$ cat src/rtl/pe_decs.sv
// rtl/pe_decs.sv - Shared Life PE command codes and state width
`ifndef PE_DECS_SV
`define PE_DECS_SV

`define PE_STATE_BITS  1
`define PE_CMD_BITS    2
`define PE_CMD_NOP     2'd0
`define PE_CMD_WRITE   2'd1
`define PE_CMD_PROCESS 2'd2

`endif

$ cat src/rtl/pe_ctrl_pkg.sv
// rtl/pe_ctrl_pkg.sv - Sequencer state type and typed aliases of the PE command codes
`include "pe_decs.sv"

package pe_ctrl_pkg;

  typedef enum logic [1:0] {
    IDLE    = 2'd0,
    WRITE   = 2'd1,
    PROCESS = 2'd2,
    READ    = 2'd3
  } ctrl_state_t;

  localparam int CMD_BITS      = `PE_CMD_BITS;
  localparam int PE_STATE_BITS = `PE_STATE_BITS;

  localparam logic [CMD_BITS-1:0] CMD_NOP     = `PE_CMD_NOP;
  localparam logic [CMD_BITS-1:0] CMD_WRITE   = `PE_CMD_WRITE;
  localparam logic [CMD_BITS-1:0] CMD_PROCESS = `PE_CMD_PROCESS;

endpackage

$ cat src/rtl/onehot_dec.sv
// rtl/onehot_dec.sv - Binary index to N-bit one-hot; all zeros when the index is out of range
module onehot_dec #(
  parameter int N = 8,
  parameter int W = $clog2(N) + 1
) (
  input  logic [W-1:0] idx,
  output logic [N-1:0] onehot
);

  always_comb begin
    onehot = '0;
    for (int i = 0; i < N; i++) begin
      if (idx == W'(i)) onehot[i] = 1'b1;
    end
  end

endmodule

$ cat src/rtl/pe_array_ctrl.sv
// rtl/pe_array_ctrl.sv - Sequencer driving the Life PE array command, select and data buses
module pe_array_ctrl
  import pe_ctrl_pkg::*;
#(
  parameter int ROWS       = 8,
  parameter int COLS       = 8,
  parameter int STATE_BITS = PE_STATE_BITS,
  parameter int GEN_BITS   = 16,
  // One spare index bit so that an out-of-range row/column can actually be presented.
  localparam int ROW_W     = $clog2(ROWS) + 1,
  localparam int COL_W     = $clog2(COLS) + 1
) (
  input  logic                  clk,
  input  logic                  rst,
  input  logic                  wr_valid,
  output logic                  wr_ready,
  input  logic [ROW_W-1:0]      wr_row,
  input  logic [COL_W-1:0]      wr_col,
  input  logic [STATE_BITS-1:0] wr_state,
  input  logic                  run,
  input  logic [GEN_BITS-1:0]   gen_req,
  input  logic                  rd_req,
  input  logic [ROW_W-1:0]      rd_row,
  input  logic [COL_W-1:0]      rd_col,
  output logic                  rd_valid,
  output logic [STATE_BITS-1:0] rd_state,
  output logic                  busy,
  output logic                  done,
  output logic                  stable,
  output logic [GEN_BITS-1:0]   gens_done,
  output logic [CMD_BITS-1:0]   cmd,
  output logic [ROWS-1:0]       rsel_i,
  output logic [COLS-1:0]       csel_i,
  output logic [STATE_BITS-1:0] state_in,
  output logic [ROWS-1:0]       rsel_o,
  output logic [COLS-1:0]       csel_o,
  input  logic [STATE_BITS-1:0] array_state,
  input  logic                  array_active
);

  ctrl_state_t state, state_n;

  logic [ROWS-1:0] wr_row_oh, rd_row_oh, rsel_i_n, rsel_o_n;
  logic [COLS-1:0] wr_col_oh, rd_col_oh, csel_i_n, csel_o_n;
  logic            wr_hit, rd_hit;

  logic [CMD_BITS-1:0]   cmd_n;
  logic [STATE_BITS-1:0] state_in_n, rd_state_n;
  logic                  rd_valid_n, done_n, stable_n;
  logic [GEN_BITS-1:0]   gens_done_n, gen_target, gen_target_n, gens_inc;

  onehot_dec #(.N(ROWS), .W(ROW_W)) u_wr_row (.idx(wr_row), .onehot(wr_row_oh));
  onehot_dec #(.N(COLS), .W(COL_W)) u_wr_col (.idx(wr_col), .onehot(wr_col_oh));
  onehot_dec #(.N(ROWS), .W(ROW_W)) u_rd_row (.idx(rd_row), .onehot(rd_row_oh));
  onehot_dec #(.N(COLS), .W(COL_W)) u_rd_col (.idx(rd_col), .onehot(rd_col_oh));

  // A half-valid address selects nothing: both selects stay zero.
  assign wr_hit   = (|wr_row_oh) && (|wr_col_oh);
  assign rd_hit   = (|rd_row_oh) && (|rd_col_oh);
  assign gens_inc = (&gens_done) ? gens_done : gens_done + 1'b1;

  always_comb begin
    state_n      = state;
    cmd_n        = CMD_NOP;
    rsel_i_n     = '0;
    csel_i_n     = '0;
    rsel_o_n     = '0;
    csel_o_n     = '0;
    state_in_n   = state_in;
    rd_state_n   = rd_state;
    rd_valid_n   = 1'b0;
    done_n       = 1'b0;
    stable_n     = stable;
    gens_done_n  = gens_done;
    gen_target_n = gen_target;
    case (state)
      IDLE: begin
        if (run) begin
          gens_done_n  = '0;
          stable_n     = 1'b0;
          gen_target_n = gen_req;
          if (gen_req == '0) begin
            done_n = 1'b1;
          end else begin
            state_n = PROCESS;
            cmd_n   = CMD_PROCESS;
          end
        end else if (wr_valid) begin
          state_n    = WRITE;
          state_in_n = wr_state;
          if (wr_hit) begin
            cmd_n    = CMD_WRITE;
            rsel_i_n = wr_row_oh;
            csel_i_n = wr_col_oh;
          end
        end else if (rd_req) begin
          state_n = READ;
          if (rd_hit) begin
            rsel_o_n = rd_row_oh;
            csel_o_n = rd_col_oh;
          end
        end
      end
      WRITE: state_n = IDLE;
      PROCESS: begin
        // array_active describes the generation being processed right now.
        gens_done_n = gens_inc;
        if (!array_active || (gens_inc >= gen_target)) begin
          state_n  = IDLE;
          done_n   = 1'b1;
          stable_n = !array_active;
        end else begin
          cmd_n = CMD_PROCESS;
        end
      end
      READ: begin
        state_n    = IDLE;
        rd_state_n = array_state;
        rd_valid_n = 1'b1;
      end
      default: state_n = IDLE;
    endcase
  end

  always_ff @(posedge clk or posedge rst) begin
    if (rst) begin
      state      <= IDLE;
      cmd        <= CMD_NOP;
      rsel_i     <= '0;
      csel_i     <= '0;
      rsel_o     <= '0;
      csel_o     <= '0;
      state_in   <= '0;
      rd_state   <= '0;
      rd_valid   <= 1'b0;
      done       <= 1'b0;
      stable     <= 1'b0;
      gens_done  <= '0;
      gen_target <= '0;
      wr_ready   <= 1'b1;
      busy       <= 1'b0;
    end else begin
      state      <= state_n;
      cmd        <= cmd_n;
      rsel_i     <= rsel_i_n;
      csel_i     <= csel_i_n;
      rsel_o     <= rsel_o_n;
      csel_o     <= csel_o_n;
      state_in   <= state_in_n;
      rd_state   <= rd_state_n;
      rd_valid   <= rd_valid_n;
      done       <= done_n;
      stable     <= stable_n;
      gens_done  <= gens_done_n;
      gen_target <= gen_target_n;
      wr_ready   <= (state_n == IDLE);
      busy       <= (state_n != IDLE);
    end
  end

endmodule

$ cat config.mk
export PLATFORM = sky130hd
export DESIGN_NAME = pe_array_ctrl
export DESIGN_NICKNAME = d
export VERILOG_FILES = /design/src/rtl/pe_ctrl_pkg.sv /design/src/rtl/onehot_dec.sv /design/src/rtl/pe_array_ctrl.sv
export VERILOG_INCLUDE_DIRS = /design/src /design/src/rtl
export SDC_FILE = /design/constraint.sdc
export NUM_CORES = 1
export LEC_CHECK = 0
export BUFFER_PORTS_ARGS = -buffer_cell sky130_fd_sc_hd__buf_2
export CORE_MARGIN = 2
export CORE_UTILIZATION = 40
export DETAILED_ROUTE_END_ITERATION = 8
export GPL_TIMING_DRIVEN = 0
export PLACE_DENSITY = 0.62
export SYNTH_ARGS = -nofsm -noshare
export SYNTH_HDL_FRONTEND = slang
export SYNTH_SLANG_ARGS = --single-unit
export TNS_END_PERCENT = 30
$ cat constraint.sdc
create_clock -name clk -period 3.7 [get_ports clk]
set_input_delay 0.74 -clock clk [delete_from_list [all_inputs] [get_ports clk]]
set_output_delay 0.74 -clock clk [all_outputs]
set_load 0.05 [all_outputs]
==> qor.yml <==
status: "completed"
path_depth: 13
fin_cells: 578
die_width_um: 98.3
endpoint: "wr_ready$_DFF_PP1_"
place_congestion: 0.850
final-setup-viol-count: 0
min_period_ps: 3270
placed_cells: 562
synth_enable_flop_cells: 0
synth.net_count: 414
cp_max_fo: 8
post-cts-setup-buffer-count: 0
nFillCells: 836
end_kind: "register"
crit_buf_inv: 2
hold_viol_final: 0
antenna_cells: 0
io_pins: 97
r2r_start: "gens_done[7]$_DFFE_PP0P_"
path_clk_slew_ps: 90
antenna_found_initial: 0
cpPeakStageDelay_ps: 350
yosys_warnings: 0
die_area_sq_um: 9650
worstSetupPathType: "reg -> reg"
drt-total-wl_um: 8560
post_drt_wl_per_cell_um: 14.8
cts.sinks: 75
worstPathArrival_ps: 3550
synth_cell_types: 47
grt_usage_pct: 18.8
grt_max_degree: 45
crit_family: "simple AND/OR/NAND/NOR gates"
start_util_pct: 40.9
reg2reg_to: "wr_ready$_DFF_PP1_"
clock_latency_ps: 350
critPathLaunchType: "register"
ys_seq_elements: 75
synth_compound_area_share_pct: 9.26
async_flop_share_pct: 100
coreArea_sq_um: 8680
fp-row-count: 34
netlist.area_leader.share_pct: 52.1
grt_pass1_wl_um: 14400
critPathLaunch: "gens_done[7]$_DFFE_PP0P_"
peakVddDrop_uv: 275
finClkSkew_ps: 10.5
powerDensity_nw_per_um2: 577
synth_simple_gate_area_share_pct: 23.6
final_nets: 522
drv_slew: 0
cts_buffers: 9
synthMuxAreaShare_pct: 2.39
drcViolationCount: 0
synth_top_area_cell: "dfrtp_1"
synthFlopType: "dfrtp_1"
final_common_cell: "buf_2"
grt_overflow_total: 0
drv_cap: 0
layout_common_cells: "98 x buf_2, 74 x dfrtp_1, 47 x nand2_1"
cts_root_buffer: "clkbuf_8"
syn_area_sq_um: 3550
rsz0062_at_grt: "false"
tightestPinTransition_ps: 868
syn_avg_cell_area_sq_um: 9.95
required_ps: 3980
min-delay-path-class: "in -> async"
routed_via_density: 5.17
synthTopCellsByArea: "dfrtp_1 52%, ha_1 6.0%, nand2_1 5.0%"
place_hpwl_um: 6430
port_buffers: 96
final.setup.tns_ps: 0
synth-adder-area-share_pct: 5.99
htree_levels: 3
period_share_pct: 88.3
cts_tree: "done"
slew_headroom_pct: 41.9
vias: 2990
path_cells: "buf_2, and4_1, and3_1, and2_1, clkbuf_1, xnor2_1, nand2_1, ha_1, a21o_1, a21o_1, a211oi_1, nand4_1, and3_1"
slowest_stage: "dfrtp_1"
synth_cells: 357
grt_pass1_vias: 3003
synthXorXnorAreaFrac_pct: 2.46
holdWs_ps: 384
drt_pre_antenna_iters: 4
die_h_um: 98.3
fmax_ghz: 0.306
reg2regPathDepth: 13
drt_first_iter_violations: 113
r2r_slack_ps: 430
post_cts_resized: 0
leakagePower_nw: 2.30
cts_hold_buffers: 0
synth_top_family_by_area: "simple AND/OR/NAND/NOR gates"
drive_gt1_share_pct: 27.9
clk_path_buf_depth: 2
synth_seq_area_share_pct: 52.9
antenna_left: 0
area_growth_pct: 23.9
==> worst min-delay path by stage <==
stage / end / depth (start not counted)
after CTS: csel_o[3]$_DFF_PP0_ / 2
after global placement: gen_target[0]$_DFFE_PP0P_ / 2
after floorplan: gen_target[0]$_DFFE_PP0P_ / 2
final: csel_i[1]$_DFF_PP0_ / 2
after global routing: rsel_o[4]$_DFF_PP0_ / 2
after detailed placement: gen_target[0]$_DFFE_PP0P_ / 2
==> per-layer routing <==
layer	vias to the layer above	GRT usage (%)	routed length, um
met2	99	30.5	4000
met4	0	5.80	144
met1	1398	23.6	3660
li1	1479	-	-
met3	14	6.87	744
met5	-	0	0
==> sequential cells by signal (all words and copies together) (netlist names) <==
register and flops:
busy 1, cmd 2, csel_i 8, csel_o 8
done 1, gen_target 16, gens_done 16, rd_state 1
rd_valid 1, rsel_i 8, rsel_o 8, stable 1
state 2, state_in 1, wr_ready 1
==> power by group <==
group	switching (W)	internal [W]	leakage, nW
Combinational	0.000581	0.000266	1.21
Clock	0.000328	0.000318	0.0935
Sequential	0.0000775	0.000970	1.00
Total	0.000986	0.00155	2.30
==> worst reg2reg max path, delay by kind of cell, from the launching register on <==
kind / cells / cell delay, ps
AOI/OAI and AO/OA: 3 / 690
xor gates and xnor gates: 1 / 160
adders and majority gates: 1 / 300
buffers and inverters: 2 / 380
DFF: 1 / 350
and+or+nand+nor: 6 / 1310
==> cell type report <==
| class | instances | area, sq um | area share, % |
|---|---|---|---|
| buffer | 12 | 55.1 | 1.25 |
| timing repair buffer | 97 | 508 | 11.5 |
| inverter | 18 | 70.1 | 1.59 |
| clock buffer | 10 | 128 | 2.90 |
| tap | 108 | 135 | 3.07 |
| sequential | 75 | 1880 | 42.7 |
| multi-input combinational | 252 | 1560 | 35.4 |
| clock inverter | 6 | 71.3 | 1.62 |
==> synth_stat cells (6+ instances only) <==
library cell and number:
clkbuf_1 9, and3_1 9, nand2b_1 12, nor2_1 20
nor3_1 24, ha_1 17, dfrtp_1 74, nand2_1 47
a21oi_1 9, o21ai_0 22, nor4_1 8, xnor2_1 6
nand4_1 10, inv_1 18, nand3_1 12
==> stage by stage <==
| stage | util (%) | area (sq um) | setup WS, ps | total power (W) |
|---|---|---|---|---|
| after floorplan | - | 3550 | 556 | 0.00166 |
| after global placement | 48.0 | 4170 | 78.9 | 0.00188 |
| after detailed placement | 48.4 | 4200 | 505 | 0.00191 |
| after CTS | 50.7 | 4400 | 472 | 0.00257 |
| after global routing | 50.7 | 4400 | 195 | 0.00271 |
| final | 50.7 | 4400 | 431 | 0.00254 |
==> kinds of logic (layout without fill, tap and decap cells) <==
kind of cell	Yosys count	after routing
AOI/OAI and AO/OA	54	54
xor gates and xnor gates	10	10
adders and majority gates	17	17
buffers and inverters	30	143
DFF	75	75
muxes	8	8
and+or+nand+nor	163	163
Power figures use the tool's default switching activity.
